===== config.mk =====
export PLATFORM = sky130hd
export DESIGN_NAME = unidade_controle_jogo
export DESIGN_NICKNAME = d
export VERILOG_FILES = /design/src/rtl/unidade_controle_jogo.sv
export SDC_FILE = /design/constraint.sdc
export NUM_CORES = 1
export LEC_CHECK = 0
export CAP_MARGIN = 20
export CORE_MARGIN = 2
export CORE_UTILIZATION = 51
export DETAILED_ROUTE_END_ITERATION = 16
export PLACE_DENSITY = 0.78
export SETUP_SLACK_MARGIN = 0.05
export SYNTH_ARGS = -nofsm -noshare
export SYNTH_HDL_FRONTEND = slang
export SYNTH_SLANG_ARGS = --single-unit
export TNS_END_PERCENT = 100

===== constraint.sdc =====
create_clock -name clock -period 2.3 [get_ports clock]
set_clock_uncertainty 0.2 [all_clocks]
set_input_delay 0.46 -clock clock [delete_from_list [all_inputs] [get_ports clock]]
set_output_delay 0.46 -clock clock [all_outputs]
set_load 0.05 [all_outputs]

===== src/rtl/unidade_controle_jogo.sv =====
// Moore control unit for the memory game datapath.
// Sequences rounds and plays, detects button presses by rising edge and
// times player inactivity while waiting for a play.
//
// Ports:
//   clock       system clock, rising edge
//   reset       asynchronous, active-high; returns to inicial
//   jogar       start/restart request (level)
//   tem_jogada  OR of the buttons (level)
//   igual       button register matches memory at address E
//   fimE        address counter E reached the current round limit
//   fimL        round counter L at last round
//   zeraE/contaE, zeraL/contaL, zeraR/registraR  datapath strobes
//   ganhou/perdeu/pronto  game status
//   db_timeout  loss was caused by inactivity
//   db_jogada   one-cycle pulse on rising edge of tem_jogada
//   db_estado   current state code
module unidade_controle_jogo #(
  parameter int unsigned TIMEOUT_CYCLES = 3000
) (
  input  logic       clock,
  input  logic       reset,
  input  logic       jogar,
  input  logic       tem_jogada,
  input  logic       igual,
  input  logic       fimE,
  input  logic       fimL,
  output logic       zeraE,
  output logic       contaE,
  output logic       zeraL,
  output logic       contaL,
  output logic       zeraR,
  output logic       registraR,
  output logic       ganhou,
  output logic       perdeu,
  output logic       pronto,
  output logic       db_timeout,
  output logic       db_jogada,
  output logic [3:0] db_estado
);

  localparam int unsigned TW = $clog2(TIMEOUT_CYCLES);
  localparam logic [TW-1:0] TIMER_FIM = TW'(TIMEOUT_CYCLES - 1);

  typedef enum logic [3:0] {
    INICIAL        = 4'h0,
    PREPARACAO     = 4'h1,
    INICIO_RODADA  = 4'h2,
    ESPERA_JOGADA  = 4'h3,
    REGISTRA       = 4'h4,
    COMPARACAO     = 4'h5,
    PROXIMA_RODADA = 4'h6,
    PROXIMA_JOGADA = 4'h7,
    FIM_GANHOU     = 4'hA,
    FIM_TIMEOUT    = 4'hD,
    FIM_PERDEU     = 4'hE
  } t_estado;

  t_estado       r_estado;
  t_estado       w_proximo;
  logic [TW-1:0] r_timer;
  logic          r_prev;
  logic          w_jogada;

  logic r_zeraE, r_contaE, r_zeraL, r_contaL, r_zeraR, r_registraR;
  logic r_ganhou, r_perdeu, r_pronto, r_timeout;

  assign w_jogada = tem_jogada & ~r_prev;

  always_comb begin
    w_proximo = r_estado;
    unique case (r_estado)
      INICIAL:        if (jogar) w_proximo = PREPARACAO;
      PREPARACAO:     w_proximo = INICIO_RODADA;
      INICIO_RODADA:  w_proximo = ESPERA_JOGADA;
      ESPERA_JOGADA: begin
        // A press in the final timer cycle still counts as a play.
        if (w_jogada)                w_proximo = REGISTRA;
        else if (r_timer == TIMER_FIM) w_proximo = FIM_TIMEOUT;
      end
      REGISTRA:       w_proximo = COMPARACAO;
      COMPARACAO: begin
        if (!igual)           w_proximo = FIM_PERDEU;
        else if (fimE && fimL) w_proximo = FIM_GANHOU;
        else if (fimE)        w_proximo = PROXIMA_RODADA;
        else                  w_proximo = PROXIMA_JOGADA;
      end
      PROXIMA_JOGADA: w_proximo = ESPERA_JOGADA;
      PROXIMA_RODADA: w_proximo = INICIO_RODADA;
      FIM_GANHOU, FIM_PERDEU, FIM_TIMEOUT:
        if (jogar) w_proximo = PREPARACAO;
      default:        w_proximo = INICIAL;
    endcase
  end

  // Outputs are registered from the next state so they equal a decode of
  // the state register while still clearing immediately on reset.
  always_ff @(posedge clock or posedge reset) begin
    if (reset) begin
      r_estado    <= INICIAL;
      r_timer     <= '0;
      r_prev      <= 1'b0;
      r_zeraE     <= 1'b0;
      r_contaE    <= 1'b0;
      r_zeraL     <= 1'b0;
      r_contaL    <= 1'b0;
      r_zeraR     <= 1'b0;
      r_registraR <= 1'b0;
      r_ganhou    <= 1'b0;
      r_perdeu    <= 1'b0;
      r_pronto    <= 1'b0;
      r_timeout   <= 1'b0;
    end else begin
      r_estado <= w_proximo;
      r_prev   <= tem_jogada;
      if (r_estado == ESPERA_JOGADA && w_proximo == ESPERA_JOGADA)
        r_timer <= r_timer + TW'(1);
      else
        r_timer <= '0;
      r_zeraE     <= (w_proximo == PREPARACAO) || (w_proximo == INICIO_RODADA);
      r_contaE    <= (w_proximo == PROXIMA_JOGADA);
      r_zeraL     <= (w_proximo == PREPARACAO);
      r_contaL    <= (w_proximo == PROXIMA_RODADA);
      r_zeraR     <= (w_proximo == PREPARACAO);
      r_registraR <= (w_proximo == REGISTRA);
      r_ganhou    <= (w_proximo == FIM_GANHOU);
      r_perdeu    <= (w_proximo == FIM_PERDEU) || (w_proximo == FIM_TIMEOUT);
      r_pronto    <= (w_proximo == FIM_GANHOU) || (w_proximo == FIM_PERDEU) ||
                     (w_proximo == FIM_TIMEOUT);
      r_timeout   <= (w_proximo == FIM_TIMEOUT);
    end
  end

  assign zeraE      = r_zeraE;
  assign contaE     = r_contaE;
  assign zeraL      = r_zeraL;
  assign contaL     = r_contaL;
  assign zeraR      = r_zeraR;
  assign registraR  = r_registraR;
  assign ganhou     = r_ganhou;
  assign perdeu     = r_perdeu;
  assign pronto     = r_pronto;
  assign db_timeout = r_timeout;
  assign db_jogada  = w_jogada;
  assign db_estado  = r_estado;

endmodule


==> reports/metrics.cfg <==
[detailed_routing]
ant_nets = 0
wl_per_cell_um = 14.4
first_pass_iters = 4
via_count = 932
vias_per_cell = 5.48
drtIter0Drc = 9
drc = 0
wl_um = 2450

[final_layout]
nNetsFinal = 152
fillers = 185
n_antenna_cell = 0
final_core_util_pct = 68.4
seq_area_sq_um = 651
multi_input_area_sq_um = 553
final_cell_count_no_fill = 170
final_layout_size_suffix_gt1_share_pct = 14.1
synthToLayoutAreaGrowth_pct = 23.3

[die]
die_x_um = 53.5
rows = 17
start_util_pct = 55.4
pin_count = 22
core_sq_um = 2250
die_h_um = 53.5
dieArea_sq_um = 2860

[yosys]
synthArstFlopShare_pct = 100
ys_seq_elements = 26
syn_area_per_cell_sq_um = 10.8
ys_warn_count = 0
synthCells = 116
yosysSeqAreaShare_pct = 52.1
synth_top_area_share_pct = 52.1
synthTopCellsByCount = dfrtp_1, nor2_1, nand2_1, xor2_1, nand4_1
yosys.area.top_type = dfrtp_1
yosysMostFrequentCell = dfrtp_1
syn-cell-area_sq_um = 1250
synthFlopType = dfrtp_1
synth_fp_nets = 124
synth_top_cells_by_area = dfrtp_1, xor2_1, nor2_1
yosysUniqueCellTypes = 43
synth_edf_count = 0

[global_routing]
grt_first_pass_wirelength_um = 4230
grt_pass1_vias = 951
grt_start_max_net_pins = 27
track_usage_pct = 20.9
overflow = 0
antenna_found_initial = 0

[setup_path]
critPathArrivalTime_ns = 1.48
crit_path_end_kind = primary output
path_cells = clkdlybuf4s50_1
path_class = flip-flop to primary output
cpLargestDelayFamily = buffers and inverters
crit_required_ns = 1.64
crit_slowest_cell = clkdlybuf4s50_1
cp_max_fo = 2
slowest_delay_ns = 0.81
critPathLaunchType = flip-flop
cp_num_buf_inv = 1

[sta]
hold_ws_ns = 0.276
tns_ns = 0
finalHoldViolations = 0
rsz0062_at_grt = no
finalCritPeriodShare_pct = 92.9
report.final.slew_viol_count = 0
finalCriticalPeriod_ns = 2.14
fmax_ghz = 0.468
slew_headroom_pct = 66.1
setup_viol = 0
worstMarginPinSlew_ns = 0.507

[clock_tree]
cts_hold_buf = 0
clock-sinks = 26
path_clk_slew_ns = 0.13
clock_path_buffers = 2
cts_setup_buffers = 0
cts_made_buffers = 3
clockRootBuffer = clkbuf_4
cts_tree = built
htree_levels = 1
worstSkewPairLatency_ns = 0.31

[pwr]
intPower_w = 0.000854
switching_power_w = 0.000637
p_comb_share_pct = 47.0
leakagePower_nw = 0.715
clkPwrFrac_pct = 12.2
peakVddDrop_v = 0.000830
swShare_pct = 42.7
seqPwrFrac_pct = 40.8
p_per_area_nw_per_um2 = 967
p_total_w = 0.00149

[place]
gp_congestion = 0.832
port_buffers = 21
dp_cells = 167
dpl.hpwl_um = 1820

[run]
maxCapViolCount = 0

[hold_path]
hold_path.class = primary input to async pin

[outcome]
status = finished clean

sequential cells by signal, indices dropped and copies added (netlist names):
register and flops:
db_estado 4, ganhou 1, perdeu 1, pronto 1, zeraR 1, zeraE 1
registraR 1, r_prev 1, db_timeout 1, contaL 1, r_timer 12, contaE 1
cells by family after synthesis:
kind of cell,synth area share [%]
compound gates,7.71
xor+xnor,7.61
fa+ha+maj,1.00
buf+inv,3.70
flops,52.1
simple gates,27.9
cell type report:
| cell class | count | area share (%) |
|---|---|---|
| Sequential cell | 26 | 42.2 |
| Tap cell | 28 | 2.27 |
| Clock buffer | 3 | 1.46 |
| Multi-Input combinational cell | 81 | 35.9 |
| Timing Repair Buffer | 27 | 17.0 |
| Inverter | 5 | 1.22 |
per-layer routing:
metal	wire length, um	share of wire, %	vias to the layer above	global-route usage, %
met5	0	0	-	0
met4	36	1.5	0	7.69
met3	61	2.5	4	3.95
met2	1290	53	10	36.2
met1	1050	43	463	25.7
li1	-	-	455	-
power groups by stage:
| stage | clock network [W] | registers [W] | logic, W |
|---|---|---|---|
| final | 0.000182 | 0.000608 | 0.000700 |
| after global routing | 0.000215 | 0.000623 | 0.000746 |
| after CTS | 0.000187 | 0.000609 | 0.000711 |
| after detailed placement | 0 | 0.000616 | 0.000708 |
| after global placement | 0 | 0.000612 | 0.000695 |
| after floorplan | 0 | 0.000739 | 0.000414 |
layout by cell type (no fill, tap or decap), types with 2 or more instances in the layout:
master / Yosys / final
dfrtp_1: 26 / 26
clkdlybuf4s50_1: 0 / 16
nor2_1: 13 / 13
buf_4: 3 / 8
nand2_1: 7 / 7
xor2_1: 7 / 7
nand4_1: 5 / 5
nand2b_1: 3 / 3
inv_1: 3 / 3
a21oi_1: 3 / 3
nor2b_1: 3 / 3
and4_1: 3 / 3
nand3b_1: 3 / 3
clkbuf_4: 0 / 3
a21o_1: 2 / 2
o21ai_0: 2 / 2
xnor2_1: 2 / 2
and3_1: 2 / 2
nand3_1: 2 / 2
and2_1: 2 / 2
per-stage QoR:
stage,area (sq um),worst slack (ns)
final,1540,0.163
after CTS,1540,0.0538
after floorplan,1250,0.0727
after detailed placement,1520,-0.0726
after global placement,1520,-0.00729
after global routing,1540,0.0735
path summary, 6_finish.rpt:
| check | from | slack, ns | cells after the start | end |
|---|---|---|---|---|
| max | zeraR$_DFF_PP0_ | 0.16 | 1 | zeraL |
| min | reset | 0.28 | 3 | contaE$_DFF_PP0_ |
| max in group asynchronous | reset | 1.38 | 3 | r_timer[6]$_DFF_PP0_ |
| min in group clock | r_timer[0]$_DFF_PP0_ | 0.30 | 1 | r_timer[0]$_DFF_PP0_ |
| max reg2reg | r_timer[0]$_DFF_PP0_ | 0.23 | 7 | zeraR$_DFF_PP0_ |
| min reg2reg | r_timer[0]$_DFF_PP0_ | 0.30 | 1 | r_timer[0]$_DFF_PP0_ |
timing repair:
action | CTS | global route
pin swaps | 0 | 0
resized for setup | 1 | 1
setup endpoints to repair | 1 | 1
(Power assumes the default switching activity.)
